[src/rtl/fpga_io_pkg.sv]
// fpga_io_pkg: shared constants for the memory-mapped I/O port.
package fpga_io_pkg;
    localparam int WORD_W = 16;
    localparam logic [1:0] ADDR_IN_DATA  = 2'd0;
    localparam logic [1:0] ADDR_OUT_DATA = 2'd1;
    localparam logic [1:0] ADDR_STATUS   = 2'd2;
    localparam logic [1:0] ADDR_IN_COUNT = 2'd3;
    localparam int ST_IN_AVAIL  = 0;
    localparam int ST_OUT_FULL  = 1;
    localparam int ST_UNDERFLOW = 2;
    localparam int ST_OVERFLOW  = 3;
endpackage

[src/rtl/io_fifo.sv]
// io_fifo: inbound word buffer; push ignored when full, pop ignored when empty.
module io_fifo
    import fpga_io_pkg::*;
#(
    parameter int DEPTH = 4,
    localparam int AW = $clog2(DEPTH)
) (
    input  logic              clk,
    input  logic              rst,
    input  logic              push_i,
    input  logic              pop_i,
    input  logic [WORD_W-1:0] data_i,
    output logic [WORD_W-1:0] data_o,
    output logic [AW:0]       count_o,
    output logic              full_o,
    output logic              empty_o
);
    logic [WORD_W-1:0] mem_q [DEPTH];
    logic [AW-1:0]     wr_ptr_q, rd_ptr_q;
    logic [AW:0]       count_q;
    logic              do_push, do_pop;

    assign full_o  = count_q == (AW+1)'(DEPTH);
    assign empty_o = count_q == '0;
    assign do_push = push_i && !full_o;
    assign do_pop  = pop_i && !empty_o;
    assign data_o  = mem_q[rd_ptr_q];
    assign count_o = count_q;

    // Pointers wrap naturally because DEPTH is a power of two.
    always_ff @(posedge clk) begin
        if (rst) begin
            wr_ptr_q <= '0;
            rd_ptr_q <= '0;
            count_q  <= '0;
        end else begin
            if (do_push) wr_ptr_q <= wr_ptr_q + AW'(1);
            if (do_pop) rd_ptr_q <= rd_ptr_q + AW'(1);
            count_q <= count_q + (AW+1)'(do_push) - (AW+1)'(do_pop);
        end
    end

    always_ff @(posedge clk) begin
        if (do_push) mem_q[wr_ptr_q] <= data_i;
    end
endmodule

[src/rtl/fpga_io_port.sv]
// fpga_io_port: CPU-facing I/O registers bridging to inbound/outbound valid-ready streams.
module fpga_io_port
    import fpga_io_pkg::*;
#(
    parameter int DEPTH = 4
) (
    input  logic              CLK,
    input  logic              reset,
    input  logic [1:0]        IOAddr,
    input  logic              IORead,
    input  logic              IOWrite,
    input  logic [WORD_W-1:0] IOWrData,
    output logic [WORD_W-1:0] IORdData,
    input  logic [WORD_W-1:0] ExtInData,
    input  logic              ExtInValid,
    output logic              ExtInReady,
    output logic [WORD_W-1:0] ExtOutData,
    output logic              ExtOutValid,
    input  logic              ExtOutReady
);
    localparam int AW = $clog2(DEPTH);

    logic [WORD_W-1:0] fifo_data, status, rd_mux;
    logic [AW:0]       count;
    logic              full, empty;
    logic              rd_in, wr_out, wr_st, hs, out_acc;
    logic [WORD_W-1:0] rdata_q, rdata_d, out_data_q, out_data_d;
    logic              out_valid_q, out_valid_d, udf_q, udf_d, ovf_q, ovf_d;

    io_fifo #(.DEPTH(DEPTH)) u_fifo (
        .clk     (CLK),
        .rst     (reset),
        .push_i  (ExtInValid),
        .pop_i   (rd_in),
        .data_i  (ExtInData),
        .data_o  (fifo_data),
        .count_o (count),
        .full_o  (full),
        .empty_o (empty)
    );

    assign rd_in  = IORead && IOAddr == ADDR_IN_DATA;
    assign wr_out = IOWrite && IOAddr == ADDR_OUT_DATA;
    assign wr_st  = IOWrite && IOAddr == ADDR_STATUS;
    assign hs     = out_valid_q && ExtOutReady;

    always_comb begin
        status               = '0;
        status[ST_IN_AVAIL]  = !empty;
        status[ST_OUT_FULL]  = out_valid_q;
        status[ST_UNDERFLOW] = udf_q;
        status[ST_OVERFLOW]  = ovf_q;
        rd_mux = IOAddr == ADDR_IN_DATA  ? (empty ? '0 : fifo_data) :
                 IOAddr == ADDR_OUT_DATA ? out_data_q :
                 IOAddr == ADDR_STATUS   ? status : WORD_W'(count);
        rdata_d = IORead ? rd_mux : rdata_q;
        // A write landing on the handshake edge refills the buffer instead of overflowing.
        out_acc     = wr_out && (!out_valid_q || hs);
        out_data_d  = out_acc ? IOWrData : out_data_q;
        out_valid_d = out_acc || (out_valid_q && !hs);
        udf_d = (udf_q && !(wr_st && IOWrData[ST_UNDERFLOW])) || (rd_in && empty);
        ovf_d = (ovf_q && !(wr_st && IOWrData[ST_OVERFLOW])) || (wr_out && out_valid_q && !ExtOutReady);
    end

    always_ff @(posedge CLK) begin
        if (reset) begin
            rdata_q     <= '0;
            out_data_q  <= '0;
            out_valid_q <= 1'b0;
            udf_q       <= 1'b0;
            ovf_q       <= 1'b0;
        end else begin
            rdata_q     <= rdata_d;
            out_data_q  <= out_data_d;
            out_valid_q <= out_valid_d;
            udf_q       <= udf_d;
            ovf_q       <= ovf_d;
        end
    end

    assign IORdData    = rdata_q;
    assign ExtInReady  = !full;
    assign ExtOutData  = out_data_q;
    assign ExtOutValid = out_valid_q;
endmodule

[config.mk]
export PLATFORM = sky130hd
export DESIGN_NAME = fpga_io_port
export DESIGN_NICKNAME = d
export VERILOG_FILES = /design/src/rtl/fpga_io_pkg.sv /design/src/rtl/io_fifo.sv /design/src/rtl/fpga_io_port.sv
export SDC_FILE = /design/constraint.sdc
export NUM_CORES = 1
export LEC_CHECK = 0
export BUFFER_PORTS_ARGS = -buffer_cell sky130_fd_sc_hd__buf_2
export CELL_PAD_IN_SITES_DETAIL_PLACEMENT = 1
export CELL_PAD_IN_SITES_GLOBAL_PLACEMENT = 2
export CORE_ASPECT_RATIO = 0.6
export CORE_MARGIN = 5
export CORE_UTILIZATION = 30
export CTS_BUF_LIST = sky130_fd_sc_hd__clkbuf_4 sky130_fd_sc_hd__clkbuf_8 sky130_fd_sc_hd__clkbuf_16
export CTS_CLUSTER_DIAMETER = 60
export DETAILED_ROUTE_END_ITERATION = 10
export MAX_ROUTING_LAYER = met4
export PLACE_DENSITY = 0.68
export SYNTH_ARGS = -nofsm -noshare
export SYNTH_HDL_FRONTEND = slang
export SYNTH_HIERARCHICAL = 1
export SYNTH_SLANG_ARGS = --single-unit
[constraint.sdc]
create_clock -name CLK -period 5.7 [get_ports CLK]
set_input_delay 1.14 -clock CLK [delete_from_list [all_inputs] [get_ports CLK]]
set_output_delay 1.14 -clock CLK [all_outputs]
set_load 0.005 [all_outputs]
---- Word-level counts from Yosys, hierarchy flattened ----
Memory sizes are Yosys's and may differ from the RTL's. A register that Yosys moved wholly into a read port is not among the register bits.
Index checks and enable logic that the tools add are counted.
operators by class
  add/subtract/negate cells ............... 4
  multiply operators ...................... 0
  div/mod/pow operators ................... 0
  order comparisons ....................... 0
  equality and inequality tests ........... 3
  shift operators ......................... 0
  mux-type cells .......................... 8
  bitwise gates (word level) .............. 0
  reduce and logical (&&, ||, !) cells .... 28
operator list
  cell                                                 count
  two-way mux 16 bit                                   3
  logical AND 1 bit                                    15
  logical NOT 1 bit                                    7
  adder 2 x 1 -> 2 bit, second input constant          2
  logical OR 1 bit                                     4
  two-way mux 2 bit                                    2
  two-way mux 4 bit                                    1
  adder 3 x 1 -> 3 bit                                 1
  equality test 3 bit, second input constant           1
  logical NOT 3 bit                                    1
  subtractor 3 x 1 -> 3 bit                            1
  equality test 2 x 1 -> 1 bit, second input constant  1
  equality test 2 bit, second input constant           1
  logical NOT 2 bit                                    1
  two-way mux 1 bit                                    2
storage, ports and cells
  register bits ........................... 42
  latch bits .............................. 0
  bits in writable memories ............... 64
  bits in read-only memories .............. 0
  bits of input ports ..................... 40
  output and inout port bits .............. 34
  word-level logic and storage cells ...... 52
  memories kept ........................... 1
memory list
  name          words  width  rd ports  clocked after memory_dff  wr ports  RTL line       text
  u_fifo.mem_q  4      16     1         1                         1         io_fifo.sv:18  logic [WORD_W-1:0] mem_q [DEPTH];

---- Depth between registers and ports, before layout ----
Gate-level depths: netlist of run 1.
  depth in word-level cells ............... 6
  mapped depth ............................ 11
  gate-level depth less buffers ........... 11

---- Modules after synthesis ----
Netlist of run 1, hierarchy kept.
by module, submodules not included
  module        instances  cells each  area each (um^2)  seq. area each (um^2)
  io_fifo       1          135         2,808.9           2,102.0
  fpga_io_port  1          172         1,539.0           700.7

---- Worst setup path after synthesis of run 1 ----
OpenSTA, ideal clock, no wires.
  path kind ............................... input -> register
  from .................................... input IORead
  to ...................................... register u_fifo.count_q[2] (netlist: u_fifo/count_o[2])
  setup time .............................. 125 ps
  data arrival time ....................... 2,758 ps
  required time ........................... 5,575 ps
  path slack .............................. 2,818 ps
  stages on the path ...................... 11
  path buffers ............................ 0
  path through ............................ nor2b_1 -> nor2b_1 -> o31ai_2 -> inv_1 -> ha_1 -> inv_1 -> ha_1 -> fa_1 -> xnor2_1 -> xnor2_1 -> nor2_1
between the ends
  longest elaborated chain between the ends .. 3
RTL lines
  element                    RTL line            text
  start, declared            fpga_io_port.sv:10  input logic IORead,
  logical AND 1 bit          fpga_io_port.sv:42  assign rd_in = IORead && IOAddr == ADDR_IN_DATA;
  net rd_in                  fpga_io_port.sv:26  logic rd_in, wr_out, wr_st, hs, out_acc;
  logical AND 1 bit          io_fifo.sv:26       assign do_pop = pop_i && !empty_o;
  net u_fifo.do_pop          io_fifo.sv:21       logic do_push, do_pop;
  subtractor 3 x 1 -> 3 bit  io_fifo.sv:39       count_q <= count_q + (AW+1)'(do_push) - (AW+1)'(do_pop);
  end signal, assigned       io_fifo.sv:39
  end, declared              io_fifo.sv:20       logic [AW:0] count_q;
The timed path passes the listed nets, and every way through them passes these cells.
A chain may end at the register's enable or synchronous reset.

---- Worst setup path in the final report of run 1 ----
Ends and elaborated chain as after synthesis.

==> results of run 1 <==
## power by group through the flow
stage | Sequential [W] | Clock (W) | Combinational (W)
floorplan | 0.000944 | 0 | 0.000206
global placement | 0.000955 | 0 | 0.000294
detailed placement | 0.000958 | 0 | 0.000301
CTS | 0.000941 | 0.000606 | 0.000302
global route | 0.000947 | 0.000642 | 0.000333
finish | 0.000939 | 0.000585 | 0.000297
## registers in the layout (all words and copies together), names as in the netlist, 2 cells and up, named ones only
register         count
u_fifo/wr_ptr_q      2
ExtOutData          16
u_fifo/mem_q        64
u_fifo/count_o       3
IORdData            16
u_fifo/rd_ptr_q      2
## area by class of cell
type                    count  share of cell area, %
well taps                 198                   4.82
multi-input cells         172                   27.3
clock buffers              11                   4.67
flip-flops and latches    108                   54.5
inverters                   9                  0.657
clock inverters             5                  0.730
repair buffers             74                   7.26
## through the flow
step | worst slack, ns | utilization [%] | hold slack [ns] | power, W | cells
after global routing | 1.78 | 35.8 | 0.505 | 0.00192 | 577
final | 2.02 | 35.8 | 0.468 | 0.00182 | 577
after floorplan | 2.82 | - | 0.459 | 0.00115 | 307
after global placement | 1.73 | 33.9 | 0.458 | 0.00125 | 561
after CTS | 2.02 | 35.8 | 0.472 | 0.00185 | 577
after detailed placement | 1.67 | 33.9 | 0.460 | 0.00126 | 561
## kinds of logic after synthesis
logic type	after synthesis	synth area share [%]
buf+inv	27	3.25
flops	108	64.5
xor+xnor	3	0.604
simple gates	86	10.2
mux	35	12.7
fa+ha+maj	7	2.19
compound gates	41	6.59
## worst register-to-register path, cell delays in order, from the launching register on
cell and delay [ns]:
dfxtp_1 0.51, nor3b_2 0.14, nor2_1 0.30, inv_1 0.14, ha_1 0.30, inv_1 0.04
ha_1 0.18, fa_1 0.38, xnor2_1 0.18, xnor2_1 0.14, nor2_1 0.05
## metal layers
layer / vias up / share of wire, % / routed length, um / track usage (%)
met5: - / 0 / 0 / -
met4: 0 / 0.77 / 79 / 2.66
met3: 7 / 4.7 / 485 / 3.60
met2: 58 / 41 / 4190 / 18.1
met1: 1305 / 54 / 5560 / 19.2
li1: 1250 / - / - / -
## placed cells by master, fill, tap and decap left out, drive strengths merged, types with 6 or more instances in the layout
master | Yosys | routed
clkbuf | 9 | 11
ha | 6 | 6
a22o | 11 | 11
nand2b | 7 | 7
nor2 | 39 | 39
dfxtp | 44 | 44
nor2b | 19 | 19
mux4 | 16 | 16
inv | 9 | 10
edfxtp | 64 | 64
a21oi | 17 | 17
nand2 | 7 | 7
mux2i | 19 | 19
buf | 9 | 74
## Yosys cell counts, types with 2 or more instances
cell type / n / share of area (%)
edfxtp_1: 64 / 44
buf_6: 2 / 0.52
nor2b_1: 19 / 2.7
nor2_1: 39 / 3.4
xnor2_1: 2 / 0.40
a21oi_1: 17 / 2.0
a22oi_1: 2 / 0.35
a221o_1: 2 / 0.46
dfxtp_1: 44 / 20
and2_1: 4 / 0.58
buf_2: 4 / 0.46
a22o_1: 11 / 2.2
inv_1: 9 / 0.78
mux4_2: 15 / 7.8
or3_1: 2 / 0.29
o21ai_0: 2 / 0.23
ha_1: 6 / 1.7
mux2i_1: 19 / 4.4
clkbuf_1: 9 / 0.78
nand2b_1: 7 / 1.0
nand3_1: 3 / 0.35
nand2_1: 6 / 0.52
## worst max-delay path by stage
stage,from,end,depth (start not counted)
after CTS,IORead,u_fifo/count_o[2],12
final,IORead,u_fifo/count_o[2],12
after global placement,IORead,u_fifo/count_o[2],12
after floorplan,IORead,u_fifo/count_o[2],11
after global routing,IORead,u_fifo/count_o[2],12
after detailed placement,IORead,u_fifo/count_o[2],12
==> impl_results.md, run 1 <==
* Status: finished, final reports clean
* Post-Syn Instances at between 300 and 400
* Vias at 2,620
* Post-synthesis cell area at ~0.0043 mm2
* Die height at 103 um
* Worst-path clk slew at ~0.070 ns
* FF/Latch Area at between 0.002 and 0.003 mm2
* TritonCTS clock tree: done
* Sequential area share after synthesis at between 60% and 70%
* CTS resizes at 0
* Initial antenna violation count at 0
* Actual slew at the worst max-slew pin at 1.04 ns
* Initial DRC count at 97
* CP cell instances: buf_2, nor2b_1, nor2b_1, o31ai_2, inv_1, ha_1, inv_1, ha_1, fa_1, xnor2_1, xnor2_1, nor2_1
* Worst EP arrival at 3.88 ns
* CTS root buffer: clkbuf_16
* Global-route usage over all layers at between 10% and 20%
* Switching Fraction at 26.7%
* # fillers at between 1,500 and 2,000
* Routed WL at ~10 mm
* Max Clock Freq at approximately 0.27 GHz
* Logic pwr share at between 10% and 20%
* Clk_lat worst skew at 0.35 ns
* FF+latch count, synth at about 110
* Hold Path End: IORdData[1]
* WP buf/inv at 3
* Num CTS Buffers at 9
* Cts hold-fix bufs at 0
* Required time of the critical path at ~5.9 ns
* Post-synth EDFFs at 64
* Net count after synthesis at around 350
* Worst R2R Start: u_fifo/count_o[1]
* FF-to-FF setup slack at between 3 and 4 ns
* # rows at 34
* Ys Warns at 6
* Total global routing overflow at 0
* Clock Sink Count at ~110
* IO Count at 74
* First-pass GRT wire length at 16.1 mm
* Post-route ant nets at 0
* Synthesized area per cell at 14.2 um2
* Mean routed wirelength per cell at 17.9 um
* Critical Path Start Type: primary input
* Final instance area at ~0.0051 mm2
* Worst hold path startpoint: IORdData[1]
* Die width at 165 um
* Post-synth ARST share at 0%
* Longest Clk Path Bufs at 2
* Clock Power Share at approximately a third
* Final Max Slew Viols at 0
* Final #Nets at 421
* Crit Reg-Reg Endpoint: u_fifo/count_o[2]
* Fin. Hold Viols at 0
* Drt pass-1 iters at 4
* N_diodes at 0
* Post-DR vias/cell at 4.54
* RSZ-0062 raised after global routing: no
* Final Cycle Share at around 65%
* Delay-heaviest family, CP: simple AND/OR/NAND/NOR gates
* Routability Congestion at 0.731
* Worst clock skew at between 0.009 and 0.01 ns
* Vias in the first global route at about 2,800
* Synth cell types at 41
* Worst-path fanout max at 21
* Starting density of the core at a little under a third
* Post-Route Setup TNS at 0 ns
* PortBufs at 73
* Worst path max stage delay at between 0.7 and 0.8 ns
* Endpoint type of the worst setup path: flip-flop
* Placed Area at slightly below 0.005 mm2
* Synth Flop Type: edfxtp_1
* Drt drc at 0
* Worst r2r path cells at 10
* Internal power at approximately 0.0013 W
* Hold Path Stages at 2
* Post-DP HPWL at 7.20 mm
* Synthesis-to-finish area growth at 18.2%
* Seq pwr share at around half
* Area of the multi-input gates at around 0.0014 mm2
* Slew headroom at approximately 30%
* Crit Path Category: primary input to flip-flop
* Post-CTS setup buffers at 0
* PwrDens at between 300 and 400 mW/mm2
* Final setup violating endpoints at 0
* Hold Crit Class: flip-flop to flip-flop
* Post-layout min period at approximately 3.7 ns
* Switching power at 0.000486 W
* Die area at 0.0171 mm2
* Worst VDD drop at about 0.13 mV
* Max Cap Viol at 0
* Crit-path slowest cell: nor2b_1
* Core box area at 0.0143 mm2
* H-tree depth at 3
* Pleak at 1.91 nW
* Largest net degree at the start of global routing at 45
* Fraction of layout instances using a drive strength above 1 at 29.0%
No activity file was read; power rests on OpenSTA's default activity.
==> run 2: changes to the inputs <==
--- a/config.mk
+++ b/config.mk
@@ -15,7 +15,7 @@
 export CTS_CLUSTER_DIAMETER = 60
 export DETAILED_ROUTE_END_ITERATION = 10
 export MAX_ROUTING_LAYER = met4
-export PLACE_DENSITY = 0.68
+export PLACE_DENSITY = 0.7
 export SYNTH_ARGS = -nofsm -noshare
 export SYNTH_HDL_FRONTEND = slang
 export SYNTH_HIERARCHICAL = 1
==> constraint.sdc (replaced) <==
create_clock -name CLK -period 3.3 [get_ports CLK]
set_input_delay 0.66 -clock CLK [delete_from_list [all_inputs] [get_ports CLK]]
set_output_delay 0.66 -clock CLK [all_outputs]
set_load 0.005 [all_outputs]
==> impl_results.md, run 2 (synthesis results as in run 1) <==
* Actual slew at the worst max-slew pin at 0.915 ns (-0.128 ns)
* RSZ-0062 raised after global routing: no
* Max Cap Viol at 0 (unchanged)
* PwrDens at 608 mW/mm2 (+72%)
* Final Max Slew Viols at 0 (unchanged)
* Worst hold path startpoint: IORdData[1]
* Worst-path clk slew at 0.07 ns (about the same)
* CTS resizes at 0 (unchanged)
* WP buf/inv at 2 (-1)
* Mean routed wirelength per cell at 17.7 um (-0.87%)
* # rows at 34 (unchanged)
* Clock Sink Count at 108 (unchanged)
* Worst EP arrival at 2.61 ns (-1.27 ns)
* Vias in the first global route at 2,816 (+2.0%)
* Hold Path End: IORdData[1]
* CTS root buffer: clkbuf_16
* Crit Reg-Reg Endpoint: u_fifo/count_o[2]
* Worst-path fanout max at 6 (-71%)
* FF-to-FF setup slack at 0.90 ns (-2.30 ns)
* Biggest register: u_fifo/mem_q
* Clk_lat worst skew at 0.35 ns (about the same)
* Initial DRC count at 101 (+4.1%)
* TritonCTS clock tree: done
* Worst clock skew at 0.00656 ns (-0.00330 ns)
* Initial antenna violation count at 3 (+3)
* Worst R2R Start: u_fifo/count_o[1]
* Routed WL at 10.4 mm (+1.0%)
* Post-route ant nets at 0 (unchanged)
* Total global routing overflow at 0 (unchanged)
* Final setup violating endpoints at 0 (unchanged)
* Worst VDD drop at 0.233 mV (+81%)
* Crit-path slowest cell: dfxtp_1
* Fin Hold WS at 0.466 ns (-0.00169 ns)
* Die height at 103 um (unchanged)
* Status: finished, final reports clean
* Synthesis-to-finish area growth at 19.7%
* Worst r2r path cells at 10 (unchanged)
* Longest Clk Path Bufs at 2 (unchanged)
* Fraction of layout instances using a drive strength above 1 at 30.5% (+1.5 points)
* Commonest non-fill, non-tap cells in the layout: buf_2 (73), edfxtp_1 (64), dfxtp_1 (44), nor2_1 (39)
* Worst path max stage delay at 0.51 ns (-0.25 ns)
* Cts hold-fix bufs at 0 (unchanged)
* Core box area at 0.0143 mm2 (unchanged)
* Pleak at 1.95 nW (+2.1%)
* Delay-heaviest family, CP: adder cells
* CP cell instances: nor3b_2, nor2_1, inv_1, ha_1, inv_1, ha_1, fa_1, xnor2_1, xnor2_1, nor2_1
* Post-DP HPWL at 7.39 mm (+2.7%)
* PortBufs at 73 (unchanged)
* Drt pass-1 iters at 4 (unchanged)
* Final Cycle Share at around 73%
* Global-route usage over all layers at 13.2% (+0.13 points)
* Starting density of the core at 30.3% (unchanged)
* Post-Route Setup TNS at 0 ns (unchanged)
* Vias at 2,651 (+1.2%)
* Most common cell after layout, fill and taps aside: buf_2
* Post-CTS setup buffers at 0 (unchanged)
* Final instance area at 0.00520 mm2 (+1.3%)
* Max reg flops at 64 (unchanged)
* Critical Path Start Type: flip-flop
* Required time of the critical path at 3.51 ns (-2.39 ns)
* Post-DR vias/cell at 4.51 (-0.71%)
* H-tree depth at 3 (unchanged)
* Max Clock Freq at 0.416 GHz
* Routability Congestion at 0.673 (-7.9%)
* Num CTS Buffers at 9 (unchanged)
* Drt drc at 0 (unchanged)
* Slew headroom at 39.0% (+8.7 points)
* Critical path origin: u_fifo/count_o[1]
* Final #Nets at 429 (+1.9%)
* Final Total Pwr at 0.00316 W (+74%)
* Placed Area at 0.00492 mm2 (+1.2%)
* Crit Path Category: flip-flop to flip-flop
* Hold Crit Class: flip-flop to flip-flop
* Hold Path Stages at 2 (unchanged)
* Die area at 0.0171 mm2 (unchanged)
* Post-layout min period at 2.40 ns
* Endpoint type of the worst setup path: flip-flop
* Die width at 165 um (unchanged)
* Fin. Hold Viols at 0 (unchanged)
* Largest net degree at the start of global routing at 45 (unchanged)
* First-pass GRT wire length at 16.0 mm (-0.17%)
* IO Count at 74 (unchanged)
-- run 2: cell types whose count changed in the layout (fill, tap and decap cells not counted) --
cell,previous run,this run
clkbuf_4,2,0
diode_2,0,3
buf_4,1,9
clkinv_2,1,2
inv_6,1,2
-- run 2: report_power, final --
| group | switching, W | internal, W |
|---|---|---|
| clock network | 0.000494 | 0.000516 |
| registers | 0.0000751 | 0.00155 |
| logic | 0.000292 | 0.000233 |
-- run 2: how the worst max path moves through the flow --
stage | slack [ns] | to | cells after the start
floorplan | 0.90 | u_fifo/count_o[2] | 11
CTS | 0.83 | u_fifo/count_o[2] | 10
global route | 0.61 | u_fifo/count_o[2] | 10
finish | 0.90 | u_fifo/count_o[2] | 10
detailed placement | 0.52 | u_fifo/count_o[2] | 12
global placement | 0.60 | u_fifo/count_o[2] | 12
-- run 2: area by class of cell --
class,instances,area (um2)
Antenna cell,3,7.51
Clock buffer,9,225
Clock inverter,7,51.3
Fill cell,1572,9130
Inverter,9,33.8
Multi-Input combinational cell,172,1400
Sequential cell,108,2800
Tap cell,198,248
Timing Repair Buffer,82,433
-- run 2: worst register-to-register path: cells and delay by family, from the launching register on --
kind	cells	cell delay, ns
xor+xnor	2	0.31
fa+ha+maj	3	0.85
buf+inv	2	0.13
flops	1	0.51
simple gates	3	0.46
-- run 2: layer usage --
| layer | track usage, % | share of wire (%) | vias up |
|---|---|---|---|
| li1 | - | - | 1277 |
| met1 | 18.6 | 52 | 1308 |
| met2 | 18.0 | 41 | 57 |
| met3 | 4.71 | 6.1 | 9 |
| met4 | 3.61 | 1.1 | 0 |
| met5 | - | 0 | - |
-- run 2: stage by stage --
| step | std cells | util [%] | setup WS [ns] |
|---|---|---|---|
| after CTS | 585 | 36.3 | 0.833 |
| after global placement | 569 | 34.3 | 0.597 |
| after floorplan | 307 | - | 0.898 |
| final | 588 | 36.3 | 0.897 |
| after global routing | 588 | 36.3 | 0.613 |
| after detailed placement | 569 | 34.3 | 0.524 |
